`src/rtl/id_stage_hold_ctrl_pkg.sv`:
```
// id_stage_hold_ctrl_pkg: shared constants and types for the IF/ID hold controller.
package id_stage_hold_ctrl_pkg;

   localparam logic [31:0] NOP_INSTR = 32'h0000_0013;

   typedef enum logic {HOLD_RUN, HOLD_STALL} hold_state_e;

endpackage

```
`src/rtl/id_stage_hold_ctrl.sv`:
```
// id_stage_hold_ctrl: owns the IF/ID register, turns stall/flush into pipeline action and keeps perf counters.
module id_stage_hold_ctrl
   import id_stage_hold_ctrl_pkg::*;
#(
   parameter int DATA_W    = 32,
   parameter int CNT_W     = 32,
   parameter int MAX_STALL = 3
) (
   input  logic              clk,
   input  logic              reset,
   input  logic              stall_ip,
   input  logic              flush_ip,
   input  logic [DATA_W-1:0] IF_instr_ip,
   input  logic [DATA_W-1:0] IF_pc_ip,
   input  logic              IF_valid_ip,
   output logic [DATA_W-1:0] ID_instr_op,
   output logic [DATA_W-1:0] ID_pc_op,
   output logic              ID_valid_op,
   output logic              pc_en_op,
   output logic              EX_bubble_op,
   output logic [CNT_W-1:0]  stall_cycles_op,
   output logic [CNT_W-1:0]  flush_count_op,
   output logic              stall_overrun_op
);

   localparam int RUN_W = $clog2(MAX_STALL + 1) + 1;

   hold_state_e       state_q, state_d;
   logic [RUN_W-1:0]  run_q, run_d;
   logic [DATA_W-1:0] instr_q, instr_d, pc_q, pc_d;
   logic              valid_q, valid_d, ovr_q, ovr_d;
   logic [CNT_W-1:0]  stall_cnt_q, flush_cnt_q;

   assign pc_en_op         = ~stall_ip | flush_ip;
   assign EX_bubble_op     = stall_ip | flush_ip;
   assign ID_instr_op      = instr_q;
   assign ID_pc_op         = pc_q;
   assign ID_valid_op      = valid_q;
   assign stall_cycles_op  = stall_cnt_q;
   assign flush_count_op   = flush_cnt_q;
   assign stall_overrun_op = ovr_q;

   always_comb begin
      state_d = HOLD_RUN;
      run_d   = '0;
      instr_d = IF_instr_ip;
      pc_d    = IF_pc_ip;
      valid_d = IF_valid_ip;
      ovr_d   = ovr_q;
      if (flush_ip) begin
         instr_d = DATA_W'(NOP_INSTR);
         pc_d    = '0;
         valid_d = 1'b0;
      end else if (stall_ip) begin
         instr_d = instr_q;
         pc_d    = pc_q;
         valid_d = valid_q;
         state_d = HOLD_STALL;
         // a run only continues if the previous cycle was also a stall
         run_d   = (state_q == HOLD_RUN) ? RUN_W'(1) : (&run_q ? run_q : run_q + RUN_W'(1));
         ovr_d   = ovr_q | (run_q == RUN_W'(MAX_STALL));
      end
   end

   always_ff @(posedge clk) begin
      if (reset) begin
         state_q <= HOLD_RUN;
         run_q   <= '0;
         instr_q <= DATA_W'(NOP_INSTR);
         pc_q    <= '0;
         valid_q <= 1'b0;
         ovr_q   <= 1'b0;
      end else begin
         state_q <= state_d;
         run_q   <= run_d;
         instr_q <= instr_d;
         pc_q    <= pc_d;
         valid_q <= valid_d;
         ovr_q   <= ovr_d;
      end
   end

   always_ff @(posedge clk) begin
      if (reset)
         stall_cnt_q <= '0;
      else if (stall_ip && !flush_ip && !(&stall_cnt_q))
         stall_cnt_q <= stall_cnt_q + CNT_W'(1);
   end

   always_ff @(posedge clk) begin
      if (reset)
         flush_cnt_q <= '0;
      else if (flush_ip && !(&flush_cnt_q))
         flush_cnt_q <= flush_cnt_q + CNT_W'(1);
   end

endmodule

```
`config.mk`:
```
export PLATFORM = sky130hd
export DESIGN_NAME = id_stage_hold_ctrl
export DESIGN_NICKNAME = d
export VERILOG_FILES = /design/src/rtl/id_stage_hold_ctrl_pkg.sv /design/src/rtl/id_stage_hold_ctrl.sv
export SDC_FILE = /design/constraint.sdc
export NUM_CORES = 1
export LEC_CHECK = 0
export BUFFER_PORTS_ARGS = -buffer_cell sky130_fd_sc_hd__buf_2
export CORE_UTILIZATION = 54
export DETAILED_ROUTE_END_ITERATION = 12
export PLACE_DENSITY = 0.84
export RECOVER_POWER = 100
export SYNTH_ARGS = -nofsm -noshare
export SYNTH_HDL_FRONTEND = slang
export SYNTH_SLANG_ARGS = --single-unit
```
`constraint.sdc`:
```
create_clock -name clk -period 7 [get_ports clk]
set_clock_uncertainty 0.15 [all_clocks]
set_input_delay 0 -clock clk [delete_from_list [all_inputs] [get_ports clk]]
set_output_delay 0 -clock clk [all_outputs]
set_load 0.02 [all_outputs]
```
**Word level (Yosys, flattened, before mapping)**

Cells that the tools add are included.

- Bits in registers: 134
- Output and inout port bits: 132
- Bits of input ports: 69

- Add/sub/neg operators: 3
- Bitwise gates (word level): 6
- Equality and inequality tests: 2
- Multiplexer cells: 3
- Reduce and logical (&&, ||, !) cells: 13

Operator list:

| kind | count |
|---|---|
| $add A32 B1 Y32 const B | 2 |
| $reduce_and A32 Y1 | 2 |
| $reduce_or A4 Y1 | 1 |
| $add A3 B1 Y3 const B | 1 |
| $eq A3 B2 Y1 const B | 1 |
| $logic_and A1 B1 Y1 | 3 |
| $logic_not A1 Y1 | 3 |
| $mux W1 | 3 |
| $not A1 Y1 | 3 |
| $or A1 B1 Y1 | 3 |
| $reduce_and A3 Y1 | 1 |
| $reduce_or A3 Y1 | 1 |
| $ne A2 B2 Y1 const B | 1 |
| $reduce_and A2 Y1 | 1 |
| $reduce_or A2 Y1 | 1 |

**Longest topological paths before layout**

Gate-level depths: netlist of the first run.

- Depth in word-level cells: 3
- Gate-level depth with buffers: 7
- Gate-level depth less buffers: 6

**Worst setup path before layout of the first run**

Ideal clock, no wire load.

- Kind: flip-flop to flip-flop
- From: reg stall_cnt_q[0], in the netlist stall_cycles_op[0]
- To: reg stall_cnt_q[17], in the netlist stall_cycles_op[17]
- Slack: 4521 ps
- Cell stages (with the launch flop): 8
- Required time: 6727 ps
- Path buffers: 1
- Arrival time: 2205 ps
- Cells stage by stage: dfxtp_1 ha_1 nand4_1 or4_4 o31a_1 buf_6 nand4_1 mux2_1

- Cells in the longest elaborated chain, start to end: 3

RTL lines:

| what | RTL line | RTL |
|---|---|---|
| start: declaration | id_stage_hold_ctrl.sv:32 | `logic [CNT_W-1:0] stall_cnt_q, flush_cnt_q;` |
| start signal: assignment | id_stage_hold_ctrl.sv:87 | `stall_cnt_q <= stall_cnt_q + CNT_W'(1);` |
| branches (longest 3 deep; another with $add A32 B1 Y32) | - |  |

Parallel ways; which one is timed is not known.
A chain may end at the register's enable or synchronous reset.

**Worst setup path in the final report of the first run**

- From: reg flush_cnt_q[24], in the netlist flush_count_op[24]
- To: reg flush_cnt_q[17], in the netlist flush_count_op[17]

- Cells in the longest elaborated chain, start to end: 3

RTL lines:

| what | RTL line | RTL |
|---|---|---|
| start: declaration | id_stage_hold_ctrl.sv:32 |  |
| start signal: assignment | id_stage_hold_ctrl.sv:94 | `flush_cnt_q <= flush_cnt_q + CNT_W'(1);` |
| $reduce_and A32 Y1 | id_stage_hold_ctrl.sv:93 | `else if (flush_ip && !(&flush_cnt_q))` |
| $logic_not A1 Y1 | id_stage_hold_ctrl.sv:93 |  |
| $logic_and A1 B1 Y1 | id_stage_hold_ctrl.sv:93 |  |

Every way passes these cells.

==> summary.md, run 1 <==
| Metric | Value |
|---|---|
| CP Max Fanout | `36` |
| Switching portion of total power | `24.0%` |
| Die height | `roughly 110 microns` |
| Synth warn | `0` |
| Crit Path Class | `reg -> reg` |
| DR vias | `about 6k` |
| Setup-failing EPs final | `0` |
| Clock power frac | `46.1%` |
| Avg WL per Cell | `17.2 microns` |
| CTS H-Tree Depth | `4` |
| Leakage | `3.03 nW` |
| Clock Pin Slew Worst Setup and Hold Paths | `about 60 ps` |
| Filler cells | `760` |
| Synth area leader | `dfxtp_1` |
| Critical path buffer and inverter count | `0` |
| Comb power frac | `8.5%` |
| Post-CTS Setup Repair Bufs | `0` |
| Post-Route Setup TNS | `0 ps` |
| Reg power frac | `between 40% and 50%` |
| CTS tree | `yes` |
| Failing checks | `capacitance limit, slew limit` |
| First-pass GRT wire length | `roughly 29000 microns` |
| Dpl cells | `949` |
| #FFs+latches synth | `134` |
| DRC viols | `0` |
| Async set-reset flop share out of synthesis | `0%` |
| P per Cell Area | `about 220 nW/um^2` |
| Initial antenna violation count | `0` |
| Worst setup EP type | `register` |
| Row count | `37` |
| Commonest non-fill, non-tap cells in the layout | `clkbuf_1 (135), dfxtp_1 (134), nor2_1 (100), dlygate4sd3_1 (69), mux2i_1 (68)` |
| Fin. max-slew vios | `115` |
| Final RePlAce weighted congestion | `0.820` |
| Worst-path cell chain | `nand4_1 -> or3_1 -> nor3_1 -> nor3_1 -> mux2_1` |
| Final period util | `61.2%` |
| Synth top area share | `between 40% and 50%` |
| Synth-to-layout area growth | `34.8%` |
| CP top delay family | `simple AND/OR/NAND/NOR gates` |
| Die area | `11300 sq um` |
| NumNets Final | `between 900 and 1k` |
| Worst Path Required | `7240 ps` |
| Pre-CTS setup slack | `4280 ps` |
| Crit-path most repeated cell | `nor3_1` |
| Synth Cell Area | `5850 sq um` |
| Final Non-Filler Cells | `1049` |
| Syn nets | `721` |
| Routed WL | `~18000 microns` |
| Most common cell after layout, fill and taps aside | `clkbuf_1` |
| Total chip power | `1.74 mW` |
| Internal Pwr Total | `1.32 mW` |
| Critical Path Max Stage Delay | `2300 ps` |
| CP startpoint kind | `register` |
| Die Width | `106 microns` |
| Worst vdd ir | `0.174 mV` |
| Root cell of the clock tree | `clkbuf_8` |
| Ys flop type | `dfxtp_1` |
| Starting Density | `56.2%` |
| Yosys cell types | `47` |
| Port-buffer cells | `200` |
| Relative slew margins | `-119%` |
| Cell count after synthesis | `647` |
| Worst-Skew Late Latency | `510 ps` |
| TritonCTS Buffers | `17` |
| Fmax | `234 MHz` |
| Final worst setup slack | `2720 ps` |
| Clock tree buffer depth | `2` |
| Mapped Avg Cell Area | `approximately 9.0 sq um` |
| Largest net degree at the start of global routing | `85` |
| Largest cells by area after synthesis | `dfxtp_1 (46%), mux2i_1 (12%), nor2_1 (6.4%), a21oi_1 (3.5%), or3_1 (2.7%)` |
| Worst path arrival time | `4530 ps` |
| Post-cts sizing count | `0` |
| RSZ-0062 raised after global routing | `false` |
| Vias in the first global route | `~5.9k` |
| Minimum clock period | `4280 ps` |
| Max cap viols | `3` |
| Post-DP HPWL | `roughly 11000 microns` |
| Initial DRC Count | `383` |
| Status | `complete, but fails checks` |
| Register area share after synthesis | `a little under half` |
| Final antenna-violating net count | `0` |
| Worst hold path type | `in -> reg` |
| GRT Total Usage | `about a third` |
| DRT Pass-1 Iters | `7` |
| Worst-margin pin slew | `3290 ps` |
| Slowest cell on crit path | `nor3_1` |
| Core area | `10400 sq um` |
| Grt total ovfl | `0` |
| NetSw | `417 uW` |
| Layout cells sized above 1 | `a little under an eighth` |
| Inserted Diodes | `0` |
| Vias/cell | `5.74` |
| Number of synthesized flops with an enable pin | `0` |
| CTS Sinks | `134` |
| Fin. Hold Viols | `0` |
| Top-level I/O count | `201` |
timing repair:
action	in CTS	in global routing
endpoints found under the setup margin	0	0
hold buffers	69	0
endpoints found under the hold margin	75	0
tightest hold or removal path: cells and delay by family:
| family | cells | cell delay, ps |
|---|---|---|
| buf+inv | 2 | 430 |
| simple gates | 1 | 180 |
Yosys cell counts, types with 8 or more instances:
cell type    n
a21oi_1     41
and3_1       8
clkbuf_1    21
dfxtp_1    134
inv_1       10
mux2_1       9
mux2i_1     68
nand2_1     32
nand3_1     22
nand4_1     22
nor2_1     100
nor2b_1     16
nor4_1       8
o21ai_0     13
o21ai_1     14
o31ai_1     15
or3_1       25
or4_1       18
cells by family (layout without fill, tap and decap cells):
kind of cell	after synthesis	after routing	share of synthesized area [%]
mux	80	80	13.9
compound gates	96	96	9.79
simple gates	280	280	25.1
fa+ha+maj	5	5	1.07
buf+inv	45	311	3.23
xor+xnor	7	7	1.05
flops	134	134	45.8
worst paths after layout:
path / startpoint / to / cells past startpoint / slack, ps
worst max-delay path: flush_count_op[24] / flush_count_op[17] / 5 / 2720
worst min-delay path: reset / stall_cycles_op[24] / 3 / 20
worst min register to register: state_q / run_q[0] / 1 / 320
worst max register to register: flush_count_op[24] / flush_count_op[17] / 5 / 2720
per-layer routing:
layer / track usage (%) / routed length (microns)
met1: 37.3 / 7080
met2: 56.5 / 9210
met3: 7.11 / 1270
met4: 15.2 / 464
met5: 0 / 0
through the flow:
stage	util (%)	cell area (sq um)	hold slack, ps
after floorplan	-	5850	-24.9
after global placement	66.1	6880	66.9
after detailed placement	66.1	6880	73.2
after CTS	77.7	8100	1.66
after global routing	75.8	7890	54.7
final	75.8	7890	15.2
state kept, by name, summed over array words and instances (netlist names):
signal and cells:
ID_valid_op 1, ID_instr_op 32, state_q 1, run_q 3, stall_overrun_op 1, ID_pc_op 32, flush_count_op 32, stall_cycles_op 32
power by group through the flow:
stage	clock network (mW)	registers [mW]	logic (mW)
after floorplan	0	0.820	0.0537
after global placement	0	0.802	0.111
after detailed placement	0	0.804	0.114
after CTS	0.798	0.787	0.145
after global routing	0.829	0.790	0.158
final	0.800	0.789	0.148
layout make-up:
cell class	instances	area [sq um]	share of cell area, %
Multi-Input combinational cell	468	2940	37.3
Sequential cell	134	2680	34.0
Timing Repair Buffer	270	1540	19.5
Clock buffer	21	439	5.56
Tap cell	136	170	2.16
Clock inverter	10	82.6	1.05
Inverter	10	37.5	0.476
Power figures use the tool's default switching activity.
==> run 2: changes to the inputs <==
- CORE_UTILIZATION: 54 -> 45
- PLACE_DENSITY: 0.84 -> 0.75
- clock period: 7 -> 3.61 ns (I/O delays scaled with it)
==> run 2 against run 1 <==
The flow now finishes without violations. Register-to-register slack worse by 2000 ps. Power is 100% higher. Sequential power is 94% higher. Clock power is 110% higher. Critical endpoint is now stall_cycles_op[21]. Largest cell class unchanged. Largest power group unchanged.
==> summary.md, run 2 (synthesized netlist as in run 1, its figures left out) <==
| Metric | Value |
|---|---|
| Starting Density | `between 40% and 50%` |
| Worst-Skew Late Latency | `410 ps` |
| Crit Path Class | `reg -> reg` |
| Worst setup EP type | `register` |
| Worst-path cell chain | `ha_1 -> nand4_1 -> or4_4 -> o31ai_2 -> nor4_1 -> mux2_1` |
| Worst hold path type | `in -> reg` |
| CTS H-Tree Depth | `4` |
| R2r setup slk | `760 ps` |
| Port-buffer cells | `200` |
| CP Max Fanout | `14` |
| Critical path buffer and inverter count | `0` |
| Initial antenna violation count | `0` |
| Leakage | `3.08 nW` |
| Vias in the first global route | `5344` |
| TritonCTS Buffers | `17` |
| Hold Crit Start | `reset` |
| Status | `complete, no violations` |
| Grt total ovfl | `0` |
| Fin. Hold Viols | `0` |
| Worst vdd ir | `0.318 mV` |
| CP top delay family | `simple AND/OR/NAND/NOR gates` |
| Row count | `41` |
| Critical Path Max Stage Delay | `770 ps` |
| Commonest non-fill, non-tap cells in the layout | `dfxtp_1 (134), clkbuf_1 (134), nor2_1 (100), dlygate4sd3_1 (69), mux2i_1 (68)` |
| Core area | `12700 sq um` |
| WL met1 | `a little under 7000 microns` |
| Synth-to-layout area growth | `37.4%` |
| Top-level I/O count | `between 200 and 250` |
| Worst path arrival time | `~3000 ps` |
| Post-Route Setup TNS | `0 ps` |
| Post-CTS Setup Repair Bufs | `0` |
| Clock Pin Slew Worst Setup and Hold Paths | `60 ps` |
| NumNets Final | `980` |
| Critical R2R Capture | `stall_cycles_op[21]` |
| First-pass GRT wire length | `25600 microns` |
| Final RePlAce weighted congestion | `0.803` |
| Fin. max-slew vios | `0` |
| DR vias | `5772` |
| Post-cts sizing count | `0` |
| Worst Path Required | `approximately 3800 ps` |
| Worst-margin pin slew | `approximately 1500 ps` |
| Top Layer Used | `met4` |
| Post-CTS Hold Buffers | `69` |
| Met2 wire len | `about 8200 microns` |
| Relative slew margins | `2.43%` |
| Initial DRC Count | `310` |
| Minimum clock period | `around 2800 ps` |
| Avg WL per Cell | `15.0 microns` |
| Post-DP HPWL | `10400 microns` |
| DRT Pass-1 Iters | `5` |
| Worst Hold End | `stall_cycles_op[24]` |
| Largest net degree at the start of global routing | `83` |
| Hold Path Stages | `3` |
| Routed WL | `16400 microns` |
| CP startpoint kind | `register` |
| Final antenna-violating net count | `0` |
| CTS tree | `yes` |
| Hold Slack | `140 ps` |
| Die area | `13500 sq um` |
| Reg2Reg Depth | `6` |
| Root cell of the clock tree | `clkbuf_16` |
| GRT Total Usage | `24.5%` |
| Clock tree buffer depth | `2` |
| Slowest cell on crit path | `o31ai_2` |
| Setup-failing EPs final | `0` |
| DRC viols | `0` |
| P per Cell Area | `433 nW/um^2` |
| Layout cells sized above 1 | `about an eighth` |
| Vias/cell | `between 5 and 6` |
| Fmax | `351 MHz` |
| RSZ-0062 raised after global routing | `false` |
| Final period util | `78.9%` |
| Max cap viols | `0` |
| Crit Reg-Reg Startpoint | `stall_cycles_op[0]` |
| Die height | `116 microns` |
| Die Width | `~120 microns` |
| Met3 WL | `1020 microns` |
| CTS Sinks | `134` |
-- run 2: cell count changes in the layout (fill, tap and decap cells not counted), sizes merged --
| cell | change |
|---|---|
| clkbuf | +5 |
| clkinvlp | -2 |
| clkinv | +1 |
| buf | +2 |
| diode | +1 |
-- run 2: worst max-delay path by stage --
stage                   startpoint             endpoint  cells after the start  slack [ps]
3_3_place_gp    stall_cycles_op[0]  stall_cycles_op[21]                      6        1090
6_report        stall_cycles_op[0]  stall_cycles_op[21]                      6         760
2_1_floorplan   stall_cycles_op[0]  stall_cycles_op[17]                      7        1130
3_5_place_dp    stall_cycles_op[0]  stall_cycles_op[21]                      6        1020
4_1_cts         stall_cycles_op[0]  stall_cycles_op[21]                      6        1010
5_1_grt        stall_cycles_op[18]  stall_cycles_op[21]                      5         520
-- run 2: report_power, final --
part           internal [mW]  switching, mW  total (mW)
Clock                   1.05          0.629        1.68
Sequential              1.51         0.0200        1.53
Combinational          0.133          0.146       0.279
-- run 2: cell type report --
| type | instances | area [sq um] |
|---|---|---|
| tap | 172 | 215 |
| clock inverter | 9 | 72.6 |
| multi-input combinational | 468 | 2960 |
| inverter | 10 | 37.5 |
| sequential | 134 | 2680 |
| clock buffer | 23 | 508 |
| timing repair buffer | 275 | 1560 |
| antenna | 1 | 2.50 |
| fill | 1115 | 4630 |
-- run 2: layer usage --
layer / track usage (%) / up-vias
met5: 0 / -
met1: 28.8 / 2714
met2: 41.2 / 188
met3: 7.43 / 21
met4: 10.6 / 0
li1: - / 2849
-- run 2: per-stage QoR --
step	worst slack, ps	std cells	power [mW]	area, sq um	utilization [%]
6_report	762	1092	3.48	8040	63.5
5_1_grt	519	1091	3.60	8040	63.4
4_1_cts	1010	1091	3.50	8240	65.0
3_5_place_dp	1020	990	1.78	6970	55.0
3_3_place_gp	1090	990	1.78	6970	55.0
2_1_floorplan	1130	647	1.69	5850	-
-- run 2: worst min-delay path, cell delays in order --
cell and delay [ps]:
buf_2 110, buf_4 370, nor2_1 180
==> run 3: changes to the inputs <==
- ABC_AREA: unset -> 1
- CORE_UTILIZATION: 45 -> 47
- PLACE_DENSITY: 0.75 -> 0.76
- clock period: 3.61 -> 2.6 ns (I/O delays scaled with it)
==> run 3 against run 2 <==
Core utilization up 1.8 points. Count of clock-buffer cells in the layout is 3 lower. Maximum frequency grew 17%. Clock power is 64% higher. Via count is 23% higher. Die area rose by 5.8%. Critical path depth increased by 4. Worst hold slack better by 72 ps. Largest power group unchanged.
==> summary.md, run 3 <==
| Metric | Value |
|---|---|
| Status | `complete, no violations` |
| DRT Pass-1 Iters | `5` |
| Worst hold path type | `in -> reg` |
| CTS H-Tree Depth | `4` |
| Die area | `14200 sq um` |
| Fin. max-slew vios | `0` |
| Async set-reset flop share out of synthesis | `0%` |
| Reg area | `roughly 2700 sq um` |
| Ys flop type | `dfxtp_1` |
| Die Width | `119 microns` |
| Post-DP HPWL | `12000 microns` |
| Clock tree buffer depth | `2` |
| Worst path arrival time | `2650 ps` |
| First-pass GRT wire length | `32100 microns` |
| CTS Sinks | `between 100 and 150` |
| Critical Path Max Stage Delay | `550 ps` |
| Inserted Diodes | `0` |
| Top-level I/O count | `approximately 200` |
| NumNets Final | `~1.3k` |
| Post-cts sizing count | `0` |
| CP Max Fanout | `17` |
| Avg WL per Cell | `14.2 microns` |
| Multi-input gate area | `3290 sq um` |
| Synth area leader | `dfxtp_1` |
| Vias in the first global route | `6949` |
| Vias/cell | `5.13` |
| Cell count after synthesis | `approximately 940` |
| DR vias | `7120` |
| Register area share after synthesis | `41.4%` |
| Port-buffer cells | `200` |
| Max cap viols | `0` |
| Synth top cells by count | `nand2_1 (304), nor2_1 (139), dfxtp_1 (134)` |
| Critical path buffer and inverter count | `1` |
| Post-CTS Setup Repair Bufs | `0` |
| Largest cells by area after synthesis | `dfxtp_1 (41%), nand2_1 (18%), nor2_1 (8.1%), a21oi_1 (7.7%), nand3_1 (3.9%)` |
| Slowest cell on crit path | `dlygate4sd3_1` |
| Total chip power | `5.31 mW` |
| Largest net degree at the start of global routing | `68` |
| Yosys cell types | `34` |
| Initial antenna violation count | `0` |
| Setup-failing EPs final | `0` |
| Most common cell after layout, fill and taps aside | `nand2_1` |
| GRT Total Usage | `28.0%` |
| CP top delay family | `simple AND/OR/NAND/NOR gates` |
| TritonCTS Buffers | `17` |
| Leakage | `roughly 3.4 nW` |
| Top-count cell post-synth | `nand2_1` |
| Final antenna-violating net count | `0` |
| Layout cells sized above 1 | `12.3%` |
| Area after DPL | `7520 sq um` |
| Final period util | `93.7%` |
| RSZ-0062 raised after global routing | `false` |
| Fin util | `roughly two thirds` |
| DRC viols | `0` |
| Core area | `13300 sq um` |
| P per Cell Area | `610 nW/um^2` |
| Synth warn | `0` |
| Final RePlAce weighted congestion | `0.879` |
| CP startpoint kind | `register` |
| Routed WL | `19600 microns` |
| Starting Density | `48.5%` |
| Fmax | `410 MHz` |
| Worst setup EP type | `register` |
| Synth top area share | `41.4%` |
| Synth-to-layout area growth | `34.5%` |
| Worst-Skew Late Latency | `430 ps` |
| Minimum clock period | `2440 ps` |
| Root cell of the clock tree | `clkbuf_16` |
| #FFs+latches synth | `134` |
| Die height | `119 microns` |
| Number of synthesized flops with an enable pin | `0` |
| Cell area after layout | `8710 sq um` |
| Worst Path Required | `2820 ps` |
| Worst-path cell chain | `ha_1 -> nand2_1 -> nor2_4 -> nand2_2 -> nor2_4 -> nand3_4 -> nand2_4 -> nand2_1 -> a21oi_1 -> dlygate4sd3_1` |
| Worst-margin pin slew | `approximately 1300 ps` |
| Filler cells | `1193` |
| Post-Route Setup TNS | `0 ps` |
| CTS tree | `yes` |
| Crit Path Class | `reg -> reg` |
| Row count | `42` |
| Commonest non-fill, non-tap cells in the layout | `nand2_1 (306), nor2_1 (141), clkbuf_1 (135), dfxtp_1 (134), a21oi_1 (103)` |
| Clock Pin Slew Worst Setup and Hold Paths | `~60 ps` |
| Fin. Hold Viols | `0` |
| Worst vdd ir | `~0.80 mV` |
| Relative slew margins | `14.4%` |
| Syn nets | `1013` |
| Mapped Avg Cell Area | `6.89 sq um` |
| Initial DRC Count | `roughly 500` |
| Grt total ovfl | `0` |
| Synth Cell Area | `about 6500 sq um` |
-- run 3: changes by cell type after synthesis, moves of 25 or more --
cell / before / now
a21oi_1: 41 / 100
inv_1: 10 / 56
mux2i_1: 68 / 0
nand2_1: 32 / 304
nand3_1: 22 / 51
nor2_1: 100 / 139
or3_1: 25 / 0
-- run 3: final cells by class --
class                           count  share of cell area (%)
Multi-Input combinational cell    705                    37.8
Sequential cell                   134                    30.8
Timing Repair Buffer              277                    18.4
Clock buffer                       20                    5.13
Inverter                           63                    2.72
Clock inverter                     12                    2.57
Tap cell                          176                    2.53
-- run 3: cells by family after synthesis --
kind of cell | after synthesis | synth area share (%)
xor gates and xnor gates | 15 | 2.03
adders and majority gates | 5 | 0.966
buffers and inverters | 100 | 7.11
DFF | 134 | 41.4
AOI/OAI and AO/OA | 116 | 9.55
and+or+nand+nor | 569 | 38.9
-- run 3: per-stage QoR --
stage          cells  hold WS (ps)  setup WS (ps)
2_1_floorplan    939         -36.8            710
3_3_place_gp    1283          50.4            591
3_5_place_dp    1283          56.1            510
4_1_cts         1387           199            171
5_1_grt         1387           218           29.9
6_report        1387           212            164
-- run 3: path summary, 6_finish.rpt --
kind                startpoint           endpoint  slack (ps)  cells past startpoint
max          flush_count_op[0]  flush_count_op[1]         160                     10
min             IF_instr_ip[9]     ID_instr_op[9]         210                      4
max reg2reg  flush_count_op[0]  flush_count_op[1]         160                     10
min reg2reg            state_q           run_q[0]         290                      1
-- run 3: routing by layer --
| metal | GRT usage, % | share of wire, % | wire length, microns |
|---|---|---|---|
| met1 | 32.7 | 41 | 8080 |
| met3 | 8.57 | 8.1 | 1590 |
| met2 | 47.6 | 48 | 9430 |
| met4 | 11.6 | 2.8 | 542 |
| met5 | 0 | 0 | 0 |
-- run 3: where the power goes --
group          switching, mW  total (mW)  internal [mW]  leakage [nW]
combinational          0.240       0.417          0.178          1.96
clock                  0.938        2.76           1.83         0.325
sequential            0.0294        2.13           2.10          1.09
total                   1.21        5.31           4.10          3.38
-- run 3: what timing repair did --
action | in CTS | in global routing
hold buffers | 72 | 0
hold endpoints to repair | 84 | 0
setup endpoints to repair | 0 | 0
-- run 3: worst register-to-register path, delay by kind of cell (launching register included) --
| family | cells | cell delay (ps) |
|---|---|---|
| AO/OA/AOI/OAI | 1 | 110 |
| adder cells (fa/ha/maj) | 1 | 200 |
| AND/OR/NAND/NOR | 7 | 1000 |
| flip-flops | 1 | 380 |
| buffers and inverters | 1 | 550 |
